### src/rtl/mips_pkg.sv
// Shared encodings for the multi-cycle MIPS control path.
package mips_pkg;

  localparam logic [5:0] R_TYPE = 6'h00;
  localparam logic [5:0] ADDI   = 6'h08;
  localparam logic [5:0] ORI    = 6'h0D;
  localparam logic [5:0] ANDI   = 6'h0C;
  localparam logic [5:0] LUI    = 6'h0F;
  localparam logic [5:0] LW     = 6'h23;
  localparam logic [5:0] SW     = 6'h2B;
  localparam logic [5:0] BEQ    = 6'h04;
  localparam logic [5:0] BNE    = 6'h05;

  localparam logic [2:0] ALU_RTYPE = 3'b111;
  localparam logic [2:0] ALU_ADDI  = 3'b110;
  localparam logic [2:0] ALU_OR    = 3'b101;
  localparam logic [2:0] ALU_AND   = 3'b001;
  localparam logic [2:0] ALU_LUI   = 3'b011;
  localparam logic [2:0] ALU_ADD   = 3'b010;
  localparam logic [2:0] ALU_SUB   = 3'b100;

  localparam logic [1:0] SRCB_REG   = 2'b00;
  localparam logic [1:0] SRCB_FOUR  = 2'b01;
  localparam logic [1:0] SRCB_IMM   = 2'b10;
  localparam logic [1:0] SRCB_IMMSH = 2'b11;

  localparam logic [1:0] PCSRC_ALU    = 2'b00;
  localparam logic [1:0] PCSRC_ALUOUT = 2'b01;

  typedef enum logic [3:0] {
    S_IDLE   = 4'd0,
    S_FETCH  = 4'd1,
    S_DECODE = 4'd2,
    S_EXEC_R = 4'd3,
    S_EXEC_I = 4'd4,
    S_ADDR   = 4'd5,
    S_MEM_RD = 4'd6,
    S_MEM_WR = 4'd7,
    S_WB_MEM = 4'd8,
    S_WB_ALU = 4'd9,
    S_BRANCH = 4'd10
  } state_t;

endpackage

### src/rtl/mc_out_decode.sv
// Combinational mapping of (state, opcode, mem_ready) to datapath controls.
module mc_out_decode
  import mips_pkg::*;
(
  input  state_t     state,
  input  logic [5:0] OP,
  input  logic       mem_ready,
  output logic       PCWrite,
  output logic       IRWrite,
  output logic       IorD,
  output logic       MemRead,
  output logic       MemWrite,
  output logic       MemtoReg,
  output logic       RegDst,
  output logic       RegWrite,
  output logic       ALUSrcA,
  output logic       BranchEQ,
  output logic       BranchNE,
  output logic [1:0] ALUSrcB,
  output logic [1:0] PCSource,
  output logic [2:0] ALUOp,
  output logic       instr_done,
  output logic       illegal_op
);

  // Per-state control decode; anything not driven in a state stays 0.
  always_comb begin
    PCWrite    = 1'b0;
    IRWrite    = 1'b0;
    IorD       = 1'b0;
    MemRead    = 1'b0;
    MemWrite   = 1'b0;
    MemtoReg   = 1'b0;
    RegDst     = 1'b0;
    RegWrite   = 1'b0;
    ALUSrcA    = 1'b0;
    BranchEQ   = 1'b0;
    BranchNE   = 1'b0;
    ALUSrcB    = SRCB_REG;
    PCSource   = PCSRC_ALU;
    ALUOp      = 3'b000;
    instr_done = 1'b0;
    illegal_op = 1'b0;
    case (state)
      S_FETCH: begin
        MemRead = 1'b1;
        ALUSrcB = SRCB_FOUR;
        ALUOp   = ALU_ADD;
        IRWrite = mem_ready;
        PCWrite = mem_ready;
      end
      S_DECODE: begin
        // Branch target is computed speculatively and latched into ALUOut.
        ALUSrcB = SRCB_IMMSH;
        ALUOp   = ALU_ADD;
        case (OP)
          R_TYPE, ADDI, ORI, ANDI, LUI, LW, SW, BEQ, BNE: illegal_op = 1'b0;
          default: illegal_op = 1'b1;
        endcase
      end
      S_EXEC_R: begin
        ALUSrcA = 1'b1;
        ALUSrcB = SRCB_REG;
        ALUOp   = ALU_RTYPE;
      end
      S_EXEC_I: begin
        ALUSrcA = 1'b1;
        ALUSrcB = SRCB_IMM;
        case (OP)
          ORI:     ALUOp = ALU_OR;
          ANDI:    ALUOp = ALU_AND;
          LUI:     ALUOp = ALU_LUI;
          default: ALUOp = ALU_ADDI;
        endcase
      end
      S_ADDR: begin
        ALUSrcA = 1'b1;
        ALUSrcB = SRCB_IMM;
        ALUOp   = ALU_ADD;
      end
      S_MEM_RD: begin
        MemRead = 1'b1;
        IorD    = 1'b1;
      end
      S_MEM_WR: begin
        MemWrite   = 1'b1;
        IorD       = 1'b1;
        instr_done = mem_ready;
      end
      S_WB_MEM: begin
        RegWrite   = 1'b1;
        MemtoReg   = 1'b1;
        instr_done = 1'b1;
      end
      S_WB_ALU: begin
        RegWrite   = 1'b1;
        RegDst     = (OP == R_TYPE);
        instr_done = 1'b1;
      end
      S_BRANCH: begin
        ALUSrcA    = 1'b1;
        ALUSrcB    = SRCB_REG;
        ALUOp      = ALU_SUB;
        PCSource   = PCSRC_ALUOUT;
        BranchEQ   = (OP == BEQ);
        BranchNE   = (OP == BNE);
        instr_done = 1'b1;
      end
      default: ;
    endcase
  end

endmodule

### src/rtl/multicycle_control.sv
// Multi-cycle MIPS sequencer: state register and next-state logic.
//   state    | meaning
//   IDLE     | after reset, outputs quiet
//   FETCH    | read instruction, PC+4, wait for mem_ready
//   DECODE   | register read, branch target into ALUOut
//   EXEC_R   | R-type ALU operation
//   EXEC_I   | immediate ALU operation
//   ADDR     | load/store address computation
//   MEM_RD   | data read, wait for mem_ready
//   MEM_WR   | data write, wait for mem_ready, retires SW
//   WB_MEM   | load data to register file
//   WB_ALU   | ALU result to register file
//   BRANCH   | compare and conditional PC update
module multicycle_control
  import mips_pkg::*;
(
  input  logic       clk,
  input  logic       reset,
  input  logic [5:0] OP,
  input  logic       mem_ready,
  output logic       PCWrite,
  output logic       IRWrite,
  output logic       IorD,
  output logic       MemRead,
  output logic       MemWrite,
  output logic       MemtoReg,
  output logic       RegDst,
  output logic       RegWrite,
  output logic       ALUSrcA,
  output logic       BranchEQ,
  output logic       BranchNE,
  output logic [1:0] ALUSrcB,
  output logic [1:0] PCSource,
  output logic [2:0] ALUOp,
  output logic       instr_done,
  output logic       illegal_op
);

  state_t state;
  state_t state_nxt;

  // State register; async reset parks in IDLE where every control is 0.
  always_ff @(posedge clk or negedge reset) begin
    if (!reset) state <= S_IDLE;
    else        state <= state_nxt;
  end

  // Next-state sequencing; mem_ready only matters in the memory-access states.
  always_comb begin
    state_nxt = state;
    case (state)
      S_IDLE:   state_nxt = S_FETCH;
      S_FETCH:  if (mem_ready) state_nxt = S_DECODE;
      S_DECODE: begin
        case (OP)
          R_TYPE:               state_nxt = S_EXEC_R;
          ADDI, ORI, ANDI, LUI: state_nxt = S_EXEC_I;
          LW, SW:               state_nxt = S_ADDR;
          BEQ, BNE:             state_nxt = S_BRANCH;
          default:              state_nxt = S_FETCH;
        endcase
      end
      S_EXEC_R: state_nxt = S_WB_ALU;
      S_EXEC_I: state_nxt = S_WB_ALU;
      S_ADDR:   state_nxt = (OP == SW) ? S_MEM_WR : S_MEM_RD;
      S_MEM_RD: if (mem_ready) state_nxt = S_WB_MEM;
      S_MEM_WR: if (mem_ready) state_nxt = S_FETCH;
      S_WB_MEM: state_nxt = S_FETCH;
      S_WB_ALU: state_nxt = S_FETCH;
      S_BRANCH: state_nxt = S_FETCH;
      default:  state_nxt = S_IDLE;
    endcase
  end

  mc_out_decode u_out_decode (
    .state      (state),
    .OP         (OP),
    .mem_ready  (mem_ready),
    .PCWrite    (PCWrite),
    .IRWrite    (IRWrite),
    .IorD       (IorD),
    .MemRead    (MemRead),
    .MemWrite   (MemWrite),
    .MemtoReg   (MemtoReg),
    .RegDst     (RegDst),
    .RegWrite   (RegWrite),
    .ALUSrcA    (ALUSrcA),
    .BranchEQ   (BranchEQ),
    .BranchNE   (BranchNE),
    .ALUSrcB    (ALUSrcB),
    .PCSource   (PCSource),
    .ALUOp      (ALUOp),
    .instr_done (instr_done),
    .illegal_op (illegal_op)
  );

endmodule

### config.mk
export PLATFORM = sky130hd
export DESIGN_NAME = multicycle_control
export DESIGN_NICKNAME = d
export VERILOG_FILES = /design/src/rtl/mips_pkg.sv /design/src/rtl/mc_out_decode.sv /design/src/rtl/multicycle_control.sv
export SDC_FILE = /design/constraint.sdc
export NUM_CORES = 1
export LEC_CHECK = 0
export CAP_MARGIN = 20
export CORE_MARGIN = 4
export CORE_UTILIZATION = 38
export CTS_CLUSTER_DIAMETER = 50
export DETAILED_ROUTE_END_ITERATION = 10
export PLACE_DENSITY = 0.83
export SETUP_SLACK_MARGIN = 0.15
export SYNTH_ARGS = -nofsm -noshare
export SYNTH_HDL_FRONTEND = slang
export SYNTH_HIERARCHICAL = 1
export SYNTH_SLANG_ARGS = --single-unit
### constraint.sdc
create_clock -name clk -period 1.3 [get_ports clk]
set_input_delay 0.13 -clock clk [delete_from_list [all_inputs] [get_ports clk]]
set_output_delay 0.13 -clock clk [all_outputs]
set_load 0.02 [all_outputs]
==> results of run 1 <==
Yosys cell counts (all sizes together) (2+ instances only):
| cell | number |
|---|---|
| or2 | 2 |
| xor2 | 2 |
| nor2 | 14 |
| nor3b | 2 |
| nand2 | 8 |
| clkbuf | 2 |
| nor4 | 3 |
| nor2b | 2 |
| nor4b | 2 |
| nand2b | 5 |
| dfrtp | 4 |
| nor3 | 2 |
| inv | 5 |
| a21oi | 9 |
| nand3 | 4 |
| o21ai | 8 |
| nand3b | 3 |
| buf | 6 |
through the flow:
step	hold WS [ns]	setup slack, ns
2_1_floorplan	-0.166	-0.0191
3_5_place_dp	0.340	-0.841
4_1_cts	0.0819	-0.240
3_3_place_gp	0.340	-0.796
repair_timing:
action,CTS
gates resized for setup,133
setup buffers,8
pin swaps,7
setup endpoints to repair,23
cells by family after synthesis:
| group | share of synthesized area |
|---|---|
| simple gates | 0.443 |
| compound gates | 0.264 |
| buf+inv | 0.0911 |
| flops | 0.143 |
| xor+xnor | 0.0375 |
| mux | 0.0161 |
| other cells | 0.00535 |
==> metrics.txt, run 1 <==
run status did not finish; Halt Stage global routing (5_1_grt); Log Error [ERROR DPL-0038] Utilization greater than 100%, impossible to legalize; Synth Warn # 6; RePlAce Congestion 0.947; Initial Util 0.401; clock sinks 4; total CTS buffers 3; Max Buffers Root-to-Sink 2; Synth area leader dfrtp_1; Hold-fix buffers, CTS 0; Synth Cell Area 701 µm²; placed instance area 1360 µm²; Post-synth EDFFs 0; Final HPWL DP 2.10 mm; # rows 15; H-tree depth 1; Seq/Total Area, Yosys 0.143; die height 50.9 µm; largest net degree at the start of global routing 11; Synth Area per Inst 6.74 µm²; top_reg_cell synth dfrtp_1; die width 50.9 µm; syn nets 113; Crit. endpoint post-GRT repair ALUOp[2]; cell count after placement 181; Worst End Pin Type output port; clock tree root driver cell clkbuf_4; dominant cells by area after synthesis dfrtp_1 (14%), nor2_1 (7.5%), a21oi_1 (5.7%), o21ai_0 (5.7%), nand2b_1 (4.5%); io pins 29; PortBufs 27; Mapped Cells 104; number of synthesized register bits 4; Cell variety after synth 44; FFs w/ async S/R, synth 1.00; Yosys top cell area share 0.143
==> run 2, diff against run 1 <==
--- a/config.mk
+++ b/config.mk
@@ -6,12 +6,10 @@
 export NUM_CORES = 1
 export LEC_CHECK = 0
 export CAP_MARGIN = 20
-export CORE_MARGIN = 4
-export CORE_UTILIZATION = 38
-export CTS_CLUSTER_DIAMETER = 50
+export CORE_AREA = 4 4 65 67
 export DETAILED_ROUTE_END_ITERATION = 10
-export PLACE_DENSITY = 0.83
-export SETUP_SLACK_MARGIN = 0.15
+export DIE_AREA = 0 0 69 71
+export PLACE_DENSITY_LB_ADDON = 0.15
 export SYNTH_ARGS = -nofsm -noshare
 export SYNTH_HDL_FRONTEND = slang
 export SYNTH_HIERARCHICAL = 1
==> constraint.sdc (replaced) <==
create_clock -name clk -period 1.7 [get_ports clk]
set_input_delay 0.17 -clock clk [delete_from_list [all_inputs] [get_ports clk]]
set_output_delay 0.17 -clock clk [all_outputs]
set_load 0.02 [all_outputs]
==> run 2 against run 1 <==
  * The run now ends clean
  * Area after synthesis is the same
  * Synthesized cell count did not move
==> metrics.txt, run 2 <==
crit-path max cell delay 0.43 ns; Cell variety after synth 44 (unchanged); core area 3630 µm²; combinational family with the most area after synthesis simple AND/OR/NAND/NOR gates; via count 923; clock sinks 4 (unchanged); die width 69 µm (+35%); Remaining Overflow, GRT 0; WS Path Type flip-flop to output pin; gr usage total 0.0955; critical path's slowest cell dfrtp_2; VDD IR max 483 µV; RSZ-0062 raised after global routing false; multiplexer area fraction after synthesis 0.0161 (unchanged); 1st-pass router iterations 4; area share of and/or/nand/nor cells after synthesis 0.443 (unchanged); clock tree root driver cell clkbuf_8; XOR/XNOR share of the synthesized area 0.0375 (unchanged); number of synthesized register bits 4 (unchanged); worst setup path start state[1]$_DFFE_PN0P_; Synth area leader dfrtp_1; most frequent cells in the layout buf_4 (30), nor2_1 (14), buf_2 (9); crit end category output pin; FFs w/ async S/R, synth 1.00 (unchanged); post-synthesis compound-gate area fraction 0.264 (unchanged); PortBufs 27 (unchanged); antenna diode count 0; crit-path cells buf_4, inv_1, and2_4, buf_4, dlygate4sd2_1; max reg flops 4; vias per cell 4.55; top_reg_cell synth dfrtp_1; remaining antenna violation count after routing 0; PwrDens 1300 nW/µm²; # DRC 0; worst r2r dst state[2]$_DFFE_PN0P_; run status completed; setup violators final 0; Seq/Total Area, Yosys 0.143 (unchanged); count leader, synth nor2_1; fillers 430; vias in the first global route 855; most instantiated cells after synthesis nor2_1 (14), a21oi_1 (8), nand2_1 (8), o21ai_0 (8), nand2b_1 (5); max_cap viols 0; Synth Warn # 6 (unchanged); # rows 22 (+7); area delta synth->final 77.3%; Slew Viols, Final 0; worst setup path end RegWrite; Post-synth EDFFs 0 (unchanged); biggest regs state: 4 flops; f_max 0.622 GHz; Fin Setup TNS 0 ns; total leakage power 0.578 nW; Initial Util 0.193 (-0.209); Mapped Cells 104 (unchanged); adder and majority cell fraction of the synthesized area 0 (unchanged); average wire per standard cell 11.9 µm; CP delay by family, top buffers and inverters; most common cell after layout, fill and taps aside buf_4; die height 71 µm (+39%); CTS clk-pin slew, worst paths 0.03 ns; Synth Cell Area 701 µm² (unchanged); Tcrit/Tclk final 0.946; RePlAce Congestion 0.825 (-13%); CTS tree built; syn nets 113 (unchanged); cell count after placement 200 (+10%); RR Startpoint state[0]$_DFFE_PN0P_; cell depth of the worst flop-to-flop path 4; WP data required 1.53 ns; layout cells sized above 1 0.419; crit path DAT 1.44 ns; Worst setup SP type flip-flop; min cycle time layout 1.61 ns; Final nets 166; Max Buffers Root-to-Sink 2 (unchanged); Finished Layout Cells 203; Hold-fix buffers, CTS 0 (unchanged); Final HPWL DP 2.01 mm (-4.2%); Worst Path Max Fanout 6; Top reg by flops state; first-pass GRT wire length 3.91 mm; CP most frequent cell buf_4; Yosys top cell area share 0.143 (unchanged); final hold vios 0; dominant cells by area after synthesis dfrtp_1 (14%), nor2_1 (7.5%), a21oi_1 (5.7%), o21ai_0 (5.7%), nand2b_1 (4.5%); Synth Area per Inst 6.74 µm² (unchanged); Post-CTS Setup Repair Bufs 0 (-8); worst-skew pair later-pin latency 0.21 ns; die area 4900 µm²; H-tree depth 1 (unchanged); Worst Hold Class primary input to asynchronous set/reset pin; Clock Skew 0.00211 ns; DRT Wirelength 2.42 mm; Final Instance Area 1240 µm²; placed instance area 1210 µm² (-11%); largest net degree at the start of global routing 12; CP bufs+invs 4; DRT iter0 DRCs 37; io pins 29 (unchanged); initial antenna violation count 0; total CTS buffers 3 (unchanged); flop2flop setup slack 0.28 ns; critical path depth 5
-- run 2: kinds of logic after synthesis --
group / Yosys count
other: 1
DFF: 4
muxes: 1
and+or+nand+nor: 54
AOI/OAI and AO/OA: 28
xor gates and xnor gates: 3
buffers and inverters: 13
-- run 2: metrics by stage --
stage	util	hold WS, ns	power [mW]	worst slack (ns)
floorplan	-	-0.126	0.915	0.0938
global placement	0.333	0.387	1.51	-0.510
detailed placement	0.333	0.388	1.52	-0.465
CTS	0.337	0.168	1.62	-0.0218
global route	0.342	0.185	1.76	0.00301
finish	0.342	0.162	1.62	0.0920
-- run 2: layer usage --
layer  wire length (µm)  vias up  track usage
met5                  0        -            0
met2               1100       24        0.149
met4                  0        0       0.0195
li1                   -      476            -
met3                108        0       0.0227
met1               1210      423        0.133
-- run 2: area by class of cell --
type                    instances  area, µm²  share of cell area
inverters                       5       18.8              0.0151
clock buffers                   3       41.3              0.0332
well taps                      48       60.1              0.0483
multi-input cells              87        597               0.480
repair buffers                 56        422               0.339
flip-flops and latches          4        104              0.0836
-- run 2: worst min-delay path by stage --
stage / depth (start not counted) / slack, ns / end
final: 1 / 0.16 / state[3]$_DFFE_PN0P_
after global routing: 1 / 0.18 / state[3]$_DFFE_PN0P_
after CTS: 1 / 0.17 / state[2]$_DFFE_PN0P_
after detailed placement: 1 / 0.39 / state[2]$_DFFE_PN0P_
after global placement: 1 / 0.39 / state[2]$_DFFE_PN0P_
after floorplan: 0 / -0.13 / state[0]$_DFFE_PN0P_
-- run 2: timing repair --
action	CTS	global route
pin swaps	1	3
resized for setup	60	22
endpoints found under the hold margin	0	0
setup endpoints to repair	19	16
gates cloned	0	0
-- run 2: worst reg2reg max path: cells and delay by family, from the launching register on --
kind	cells	cell delay, ns
AND/OR/NAND/NOR	2	0.52
flip-flops	1	0.42
AO/OA/AOI/OAI	1	0.20
buffers and inverters	1	0.18
-- run 2: power breakdown --
part | switching [mW] | total (mW) | internal, mW
logic | 0.683 | 1.24 | 0.557
registers | 0.0487 | 0.184 | 0.135
clock network | 0.0409 | 0.191 | 0.150
No activity file was read; power rests on OpenSTA's default activity.
==> run 3, diff against run 2 <==
--- a/config.mk
+++ b/config.mk
@@ -5,10 +5,9 @@
 export SDC_FILE = /design/constraint.sdc
 export NUM_CORES = 1
 export LEC_CHECK = 0
-export CAP_MARGIN = 20
-export CORE_AREA = 4 4 65 67
+export CORE_AREA = 2 2 63 65
 export DETAILED_ROUTE_END_ITERATION = 10
-export DIE_AREA = 0 0 69 71
+export DIE_AREA = 0 0 65 67
 export PLACE_DENSITY_LB_ADDON = 0.15
 export SYNTH_ARGS = -nofsm -noshare
 export SYNTH_HDL_FRONTEND = slang
==> run 3 against run 2 <==
  * Maximum frequency is 2.2% lower
  * Combinational power is 4% lower
  * Sequential share of layout area is 0.45 points higher
  * Routed wire length is 0.75% higher
  * Clock power is 4% higher
  * Worst hold slack worse by 0.0053 ns
  * Non-clock buffer count is 1 lower
  * Register-to-register slack hardly changed
  * Via count is 1.5% higher
  * Critical endpoint is now PCSource[0]
  * Largest cell class unchanged
  * Highest routed layer is now met4
==> metrics.txt, run 3 (synthesis results as in run 2) <==
Finished Layout Cells 202 (-0.49%); core area 3610 µm² (-0.76%); Internal Power 819 µW (-2.8%); CTS clk-pin slew, worst paths 0.03 ns (about the same); total leakage power 0.554 nW (-4.2%); CP most frequent cell buf_4; max reg flops 4 (unchanged); total CTS buffers 3 (unchanged); FF/Latch Area 105 µm² (+1.2%); die height 67 µm (-5.6%); part of the power in registers 0.129 (+0.015); Worst Hold Class primary input to asynchronous set/reset pin; VDD IR max 380 µV (-21%); die area 4360 µm² (-11%); # DRC 0 (unchanged); clock tree root driver cell clkbuf_8; Tcrit/Tclk final 0.967 (+0.0212); run status completed; Max Buffers Root-to-Sink 2 (unchanged); DRT iter0 DRCs 41 (+11%); multi-input logic area 564 µm² (-5.5%); Worst setup SP type flip-flop; initial antenna violation count 0 (unchanged); remaining antenna violation count after routing 0 (unchanged); switch share 0.488 (+0.00944); antenna diode count 0 (unchanged); setup violators final 0 (unchanged); CP delay by family, top buffers and inverters; most frequent cells in the layout buf_4 (29), nor2_1 (14), buf_2 (10); crit path DAT 1.47 ns (+0.03 ns); crit end category output pin; vias per cell 4.64 (+2.0%); cell count after placement 199 (-0.50%); GR Layer Usage met3 0.0236 (+0.000921); first-pass GRT wire length 4.05 mm (+3.5%); Final nets 165 (-0.60%); Post-CTS Setup Repair Bufs 0 (unchanged); Final HPWL DP 1.91 mm (-4.9%); biggest regs state: 4 flops; CTS tree built; Slew Viols, Final 0 (unchanged); RSZ-0062 raised after global routing false; die width 65 µm (-5.8%); switching power 780 µW (+0.99%); max_cap viols 0 (unchanged); Final Instance Area 1190 µm² (-3.9%); most common cell after layout, fill and taps aside buf_4; via count 937 (+1.5%); Most Crowded Layer GR met2; H-tree depth 1 (unchanged); RePlAce Congestion 0.751 (-9.0%); PortBufs 27 (unchanged); combinational share of power 0.747 (-0.021); Worst Path Max Fanout 6 (unchanged); clock sinks 4 (unchanged); 1st-pass router iterations 4 (unchanged); CP bufs+invs 3 (-1); # rows 22 (unchanged); Clock Power Share 0.124 (+0.006); crit-path max cell delay 0.43 ns (about the same); Remaining Overflow, GRT 0 (unchanged); average wire per standard cell 12.0 µm (+1.2%); min cycle time layout 1.64 ns (+0.0361 ns); largest net degree at the start of global routing 12 (unchanged); Initial Util 0.194 (+0.00147); WS Path Type flip-flop to output pin; met2 GRT Util 0.196 (+0.0465); Clock Skew 0.000328 ns (-0.00179 ns); PwrDens 1340 nW/µm² (+3.1%); WP data required 1.53 ns (about the same); f_max 0.608 GHz (-2.2%); M1 GR Usage 0.153 (+0.0193); final core occ 0.331 (-0.0109); DRT Wirelength 2.43 mm (+0.75%); Top reg by flops state; area delta synth->final 70.4%; critical path's slowest cell dfrtp_2; layout cells sized above 1 0.422 (+0.00272); worst-skew pair later-pin latency 0.22 ns (about the same); vias in the first global route 893 (+4.4%); crit-path cells buf_4, and4bb_2, buf_4, dlygate4sd2_1; io pins 29 (unchanged); placed instance area 1200 µm² (-0.62%); fillers 408 (-5.1%); gr usage total 0.118 (+0.0229); final hold vios 0 (unchanged)
## run 3: cell types whose count changed in the layout (fill, tap and decap cells not counted), sizes merged
cell and change:
dlymetal6s2s -1, clkbuf +1, dlygate4sd2 -2, clkdlybuf4s50 +1
## run 3: repair_timing
item	4_1_cts	5_1_grt
gates cloned	0	0
pin swaps	1	1
hold buffers	0	0
setup endpoints to repair	20	14
resized for setup	67	18
## run 3: cell type report
cell class,instances,area share
timing repair buffer,55,0.339
multi-input combinational,87,0.473
sequential,4,0.0881
inverter,5,0.0157
clock buffer,3,0.0346
tap,48,0.0503
## run 3: worst paths after layout
check | startpoint | to | slack [ns] | cells past startpoint
max in group asynchronous | reset | state[3]$_DFFE_PN0P_ | 1.36 | 1
min in group clk | OP[4] | state[2]$_DFFE_PN0P_ | 0.46 | 4
setup reg to reg | state[0]$_DFFE_PN0P_ | state[2]$_DFFE_PN0P_ | 0.28 | 4
setup / recovery | state[3]$_DFFE_PN0P_ | PCSource[0] | 0.06 | 4
hold / removal | reset | state[1]$_DFFE_PN0P_ | 0.16 | 1
hold reg to reg | state[3]$_DFFE_PN0P_ | state[3]$_DFFE_PN0P_ | 0.67 | 2
## run 3: layer usage
metal | part of all wire | routed length [µm]
met1 | 0.49 | 1200
met2 | 0.44 | 1080
met3 | 0.057 | 138
met4 | 0.0074 | 18
met5 | 0 | 0
## run 3: per-stage QoR
stage / hold slack (ns) / total power [mW] / worst slack (ns) / TNS, ns
2_1_floorplan: -0.126 / 0.915 / 0.0938 / 0
3_3_place_gp: 0.383 / 1.50 / -0.487 / -4.25
3_5_place_dp: 0.386 / 1.50 / -0.482 / -4.35
4_1_cts: 0.159 / 1.65 / 0.00227 / 0
5_1_grt: 0.170 / 1.75 / 0.000265 / 0
6_report: 0.157 / 1.60 / 0.0559 / 0
## run 3: power groups by stage
stage	sequential, mW	clock [mW]	combinational [mW]
detailed placement	0.191	0	1.31
floorplan	0.161	0	0.753
global placement	0.187	0	1.31
finish	0.206	0.199	1.19
CTS	0.203	0.206	1.24
global route	0.216	0.216	1.31
==> RTL change 1, RTL diff (config.mk and constraints of run 2) <==
Make the reset (`reset`) synchronous in one clocked block. Comments in the files are not updated.
--- a/src/rtl/multicycle_control.sv
+++ b/src/rtl/multicycle_control.sv
@@ -42,3 +42,3 @@
   // State register; async reset parks in IDLE where every control is 0.
-  always_ff @(posedge clk or negedge reset) begin
+  always_ff @(posedge clk) begin
     if (!reset) state <= S_IDLE;
Function: differs if reset is asserted again (counterexample within 4 cycles, from zero or initial values and one cycle with reset low); with reset held inactive, the same outputs for 10 cycles.
==> RTL change 1 against run 2 <==
Cell area rose by 4.5%; sequential cell count did not move; area after synthesis increased by 4.6%; wire length grew 11%; maximum frequency is 3.6% lower; setup slack got worse by 60 ps; count of clock-buffer cells in the layout unchanged; register-to-register slack worse by 250 ps; sequential share of layout area decreased by 1.9 points; first-iteration DRC count rose by 19%; global-route usage increased by 1.3 points.
Power is not compared: it rests on default switching activity, and its combinational part moved more than twofold at a synthesized area within 25%.
==> RTL change 1: results (changes against run 2) <==
max incr delay on CP = 400 ps (-30 ps)
first-pass iteration count of the detailed router = 6 (+2)
vias in the first global route = 957 (+12%)
largest net degree at the start of global routing = 15 (+3)
GR Util met1 = 14.17% (+0.83 points)
non-clock buffer count = 59 (+5.4%)
CP arrival = 1790 ps (+350 ps)
Post-CTS Resized = 53 (-12%)
remaining global-route overflow = 0 (unchanged)
Nets = 173 (+4.2%)
critical path fanouts, max = 14 (+8)
Hold/Removal Path Class = primary input to register
Num CTS Buffers = 3 (unchanged)
Post-synth top cells = nand2_1 (10), nor2_1 (10), o21ai_0 (8), a21oi_1 (6)
Final Wtd Congestion = 0.8419 (+2.1%)
delay-heaviest family, CP = simple AND/OR/NAND/NOR gates
Layout area overhead = 77.13%
detailed placement HPWL = 2.192 mm (+9.2%)
Cell variety after synth = 47 (+6.8%)
GRT Overall Usage = 10.85% (+1.3 points)
met2 wire length = 1.215 mm (+11%)
status = finished clean
vias per cell = 4.719 (+3.8%)
#MultiIn Comb = 92 (+5.7%)
met1 WL = 1.331 mm (+9.8%)
wire length on met3 = 124 um (+15%)
global routing usage on met2 = 17.69% (+2.8 points)
Place WS = -527.4 ps (-62.43 ps)
ys async rst share = 0% (-100 points)
fraction of area in multi-input gates = 48.27% (+0.23 points)
Post-DP Area = 1255 sq um (+3.8%)
Initial DRC Count = 44 (+19%)
Post-Synth XOR/XNOR Area = 2.389% (-1.4 points)
Lkg Pwr = 0.5717 nW
first-pass GRT wire length = 4.464 mm (+14%)
Layout clock area frac = 3.179% (-0.14 points)
total nets after synthesis = 117 (+3.5%)
GR Util met3 = 3.409% (+1.1 points)
fillcell total = 406 (-5.6%)
syn_area_per_cell = 6.789 sq um (+0.77%)
antenna violations before repair = 0 (unchanged)
fraction of layout cells with a size suffix above 1 = 38.89% (-3.0 points)
Critical Path Slowest Stage Cell = or3_4
Synth area leaders = dfxtp_1 (11%), o21ai_0 (5.5%), nand2_1 (5.1%), nor2_1 (5.1%), nand2b_1 (4.3%)
via count = 991 (+7.4%)
sequential share of cell area = 6.455% (-1.9 points)
mux cell area share after synthesis = 3.072% (+1.5 points)
Top Metal Used = met4
main flop type after synthesis = dfxtp_1
register area share after synthesis = 10.92% (-3.4 points)
skew final = 4.844 ps (+2.730 ps)
clk buf depth = 2 (unchanged)
Synth Area in Compound Gates = 27.65% (+1.2 points)
Worst-Skew Late Latency = 220 ps
Inverters = 4 (-1)
biggest regs = state (4)
non-clk buf share = 36.32% (+2.4 points)
WL per Instance = 12.76 um (+7.2%)
-- RTL change 1: cell types whose count changed after synthesis, moves of 3 or more --
| cell | delta |
|---|---|
| dfxtp_1 | +4 |
| dfrtp_1 | -4 |
| nor2_1 | -4 |
| nor2b_1 | +3 |
-- RTL change 1: where the power goes --
part | switching, mW | internal (mW)
sequential | 0.0143 | 0.103
clock | 0.0484 | 0.151
combinational | 0.179 | 0.153
total | 0.241 | 0.408
-- RTL change 1: final timing paths --
kind	from	to	slack (ps)	cells past startpoint
setup / recovery	state[3]$_SDFFE_PN0P_	state[3]$_SDFFE_PN0P_	30	6
hold / removal	OP[2]	state[3]$_SDFFE_PN0P_	520	4
setup reg to reg	state[3]$_SDFFE_PN0P_	state[3]$_SDFFE_PN0P_	30	6
hold reg to reg	state[0]$_SDFFE_PN0P_	state[1]$_SDFFE_PN0P_	700	2
==> RTL change 2, RTL diff (flow settings as in run 2) <==
Made on the original files. The 11 states of `state_t` get a one-hot encoding in 11 bits.
--- a/src/rtl/mips_pkg.sv
+++ b/src/rtl/mips_pkg.sv
@@ -29,14 +29,14 @@
 
-  typedef enum logic [3:0] {
-    S_IDLE   = 4'd0,
-    S_FETCH  = 4'd1,
-    S_DECODE = 4'd2,
-    S_EXEC_R = 4'd3,
-    S_EXEC_I = 4'd4,
-    S_ADDR   = 4'd5,
-    S_MEM_RD = 4'd6,
-    S_MEM_WR = 4'd7,
-    S_WB_MEM = 4'd8,
-    S_WB_ALU = 4'd9,
-    S_BRANCH = 4'd10
+  typedef enum logic [10:0] {
+    S_IDLE   = 11'b00000000001,
+    S_FETCH  = 11'b00000000010,
+    S_DECODE = 11'b00000000100,
+    S_EXEC_R = 11'b00000001000,
+    S_EXEC_I = 11'b00000010000,
+    S_ADDR   = 11'b00000100000,
+    S_MEM_RD = 11'b00001000000,
+    S_MEM_WR = 11'b00010000000,
+    S_WB_MEM = 11'b00100000000,
+    S_WB_ALU = 11'b01000000000,
+    S_BRANCH = 11'b10000000000
   } state_t;
Formal check against the unedited RTL: no difference found for any inputs over 10 cycles, from zero or initial values and one cycle with reset low; not proved beyond that.
==> RTL change 2 against run 2 <==
Hold slack improved by 110 ps; wire length increased by 78%; critical endpoint is now state[3]$_DFFE_PN0P_; the run now ends with negative setup slack left; sequential cell count increased by 7; total power increased by 43%; area after synthesis increased by 71%; setup slack got worse by 390 ps; cell area increased by 94%; final cell count increased by 41%; maximum frequency decreased by 20%; clock power increased by 36%; highest routed layer is now met4; largest cell class unchanged.
==> RTL change 2: results (changes against run 2) <==
GRT Overall Usage = 17.80% (+8.3 points)
CTS Root Cell = clkbuf_8
Num CTS Buffers = 3 (unchanged)
vias per cell = 5.196 (+14%)
Antenna Cells = 0 (unchanged)
largest net degree at the start of global routing = 16 (+4)
Max-cap violations = 0 (unchanged)
VDD IR-drop max = 561.9 uV (+16%)
fraction of layout cells with a size suffix above 1 = 60.50% (+19 points)
first-pass iteration count of the detailed router = 4 (unchanged)
Critical Path Slowest Stage Cell = or4_4
Synth area leaders = dfrtp_1 (21%), nor4_4 (5.3%), nor2_1 (5.0%), o21ai_0 (4.6%), xor2_1 (4.4%)
initial core utilization = 32.99% (+14 points)
critical path fanouts, max = 4 (-2)
delay-heaviest family, CP = simple AND/OR/NAND/NOR gates
Place WS = -657.0 ps (-192.0 ps)
fillcell total = 310 (-28%)
I/O Buffers = 27 (unchanged)
first-pass GRT wire length = 7.051 mm (+80%)
failing checks = negative setup slack
biggest regs = state (11)
max incr delay on CP = 440 ps
status = complete, but fails checks
Worst-Skew Late Latency = 240 ps (+30 ps)
skew final = 5.889 ps (+3.775 ps)
clk buf depth = 2 (unchanged)
sequential cell area = 280.3 sq um (+170%)
Hold/Removal Path Class = primary input to asynchronous set/reset pin
register area share after synthesis = 23.07% (+8.8 points)
clock slew at reported path FFs = 50 ps (+20 ps)
final setup fails = 26 (+26)
crit path from = state[10]$_DFFE_PN0P_
antenna violations before repair = 0 (unchanged)
Post-synth top cells = nor2_1 (16), nand2_1 (11), o21ai_0 (11), dfrtp_1 (10), nor3_1 (10)
Nets = 248 (+49%)
CP arrival = 2160 ps (+720 ps)
Post-DP Area = 1879 sq um (+55%)
total nets after synthesis = 159 (+41%)
ys async rst share = 100.0% (unchanged)
sw power = 0.9444 mW (+22%)
Initial DRC Count = 35 (-5.4%)
# H-tree levels = 1 (unchanged)
vias in the first global route = 1540 (+80%)
worst setup margin = -298.8 ps (-390.8 ps)
WL per Instance = 15.07 um (+27%)
Slew HR = 66.47%
Final Wtd Congestion = 0.8264 (+0.19%)
Lkg Pwr = 1.006 nW (+74%)
Cell variety after synth = 50 (+14%)
detailed placement HPWL = 3.049 mm (+52%)
RTL change 2: changes by cell type after synthesis, moves of 4 or more:
cell / change
nor3_2: +4
nor3_1: +8
dfrtp_1: +6
nor2b_1: +4
xor2_1: +4
RTL change 2: power groups by stage:
stage / combinational [mW] / clock (mW) / sequential [mW]
finish: 1.70 / 0.260 / 0.342
global route: 1.82 / 0.284 / 0.345
CTS: 1.36 / 0.269 / 0.340
detailed placement: 1.14 / 0 / 0.350
global placement: 1.11 / 0 / 0.347
floorplan: 0.645 / 0 / 0.360
RTL change 2: worst register-to-register path, cell delays in order (launching register included):
cell and delay, ps:
dfrtp_2 430, buf_6 130, nor4_4 300, nand3_2 140
or4_4 440, or3_4 360, nor3_2 120
RTL change 2: final cells by class:
| class | instances | area share, % |
|---|---|---|
| tap | 48 | 2.490 |
| timing repair buffer | 91 | 35.27 |
| clock buffer | 4 | 1.867 |
| inverter | 5 | 0.7780 |
| multi-input combinational | 127 | 47.98 |
| sequential | 11 | 11.62 |
RTL change 2: through the flow:
stage / total power [mW] / std cells / setup TNS, ps
2_1_floorplan: 1.005 / 150 / -863.0
3_3_place_gp: 1.462 / 262 / -8747
3_5_place_dp: 1.487 / 262 / -9259
4_1_cts: 1.964 / 275 / -3333
5_1_grt: 2.448 / 286 / -5546
6_report: 2.304 / 286 / -3595
RTL change 2: per-layer routing:
layer	up-vias	wire, um	share of wire (%)	global-route usage [%]
met5	-	0	0	0
met4	0	107	2.5	7.158
met3	10	97	2.3	1.847
met2	25	2306	54	34.43
met1	723	1799	42	19.69
li1	728	-	-	-
RTL change 2: repair_timing:
action / 4_1_cts / 5_1_grt
buffers inserted: 9 / 11
pin swaps: 28 / 29
setup endpoints to repair: 29 / 29
gates resized for setup: 150 / 41
RTL change 2: cells by family after synthesis:
| group | Yosys count | synth area share [%] |
|---|---|---|
| buf+inv | 12 | 5.532 |
| mux | 1 | 0.8351 |
| compound gates | 30 | 16.07 |
| xor+xnor | 7 | 5.115 |
| simple gates | 88 | 49.06 |
| flops | 11 | 23.07 |
| other cells | 1 | 0.3129 |
RTL change 2: final timing paths:
check                                  endpoint  slack [ps]  cells after the start
setup reg to reg           state[3]$_DFFE_PN0P_        -300                      6
min in group clk           state[3]$_DFFE_PN0P_         520                      4
hold reg to reg            state[9]$_DFFE_PN0P_         770                      3
setup / recovery           state[3]$_DFFE_PN0P_        -300                      6
max in group asynchronous  state[8]$_DFFE_PN0P_        1060                      1
hold / removal             state[5]$_DFFE_PN0P_         270                      1
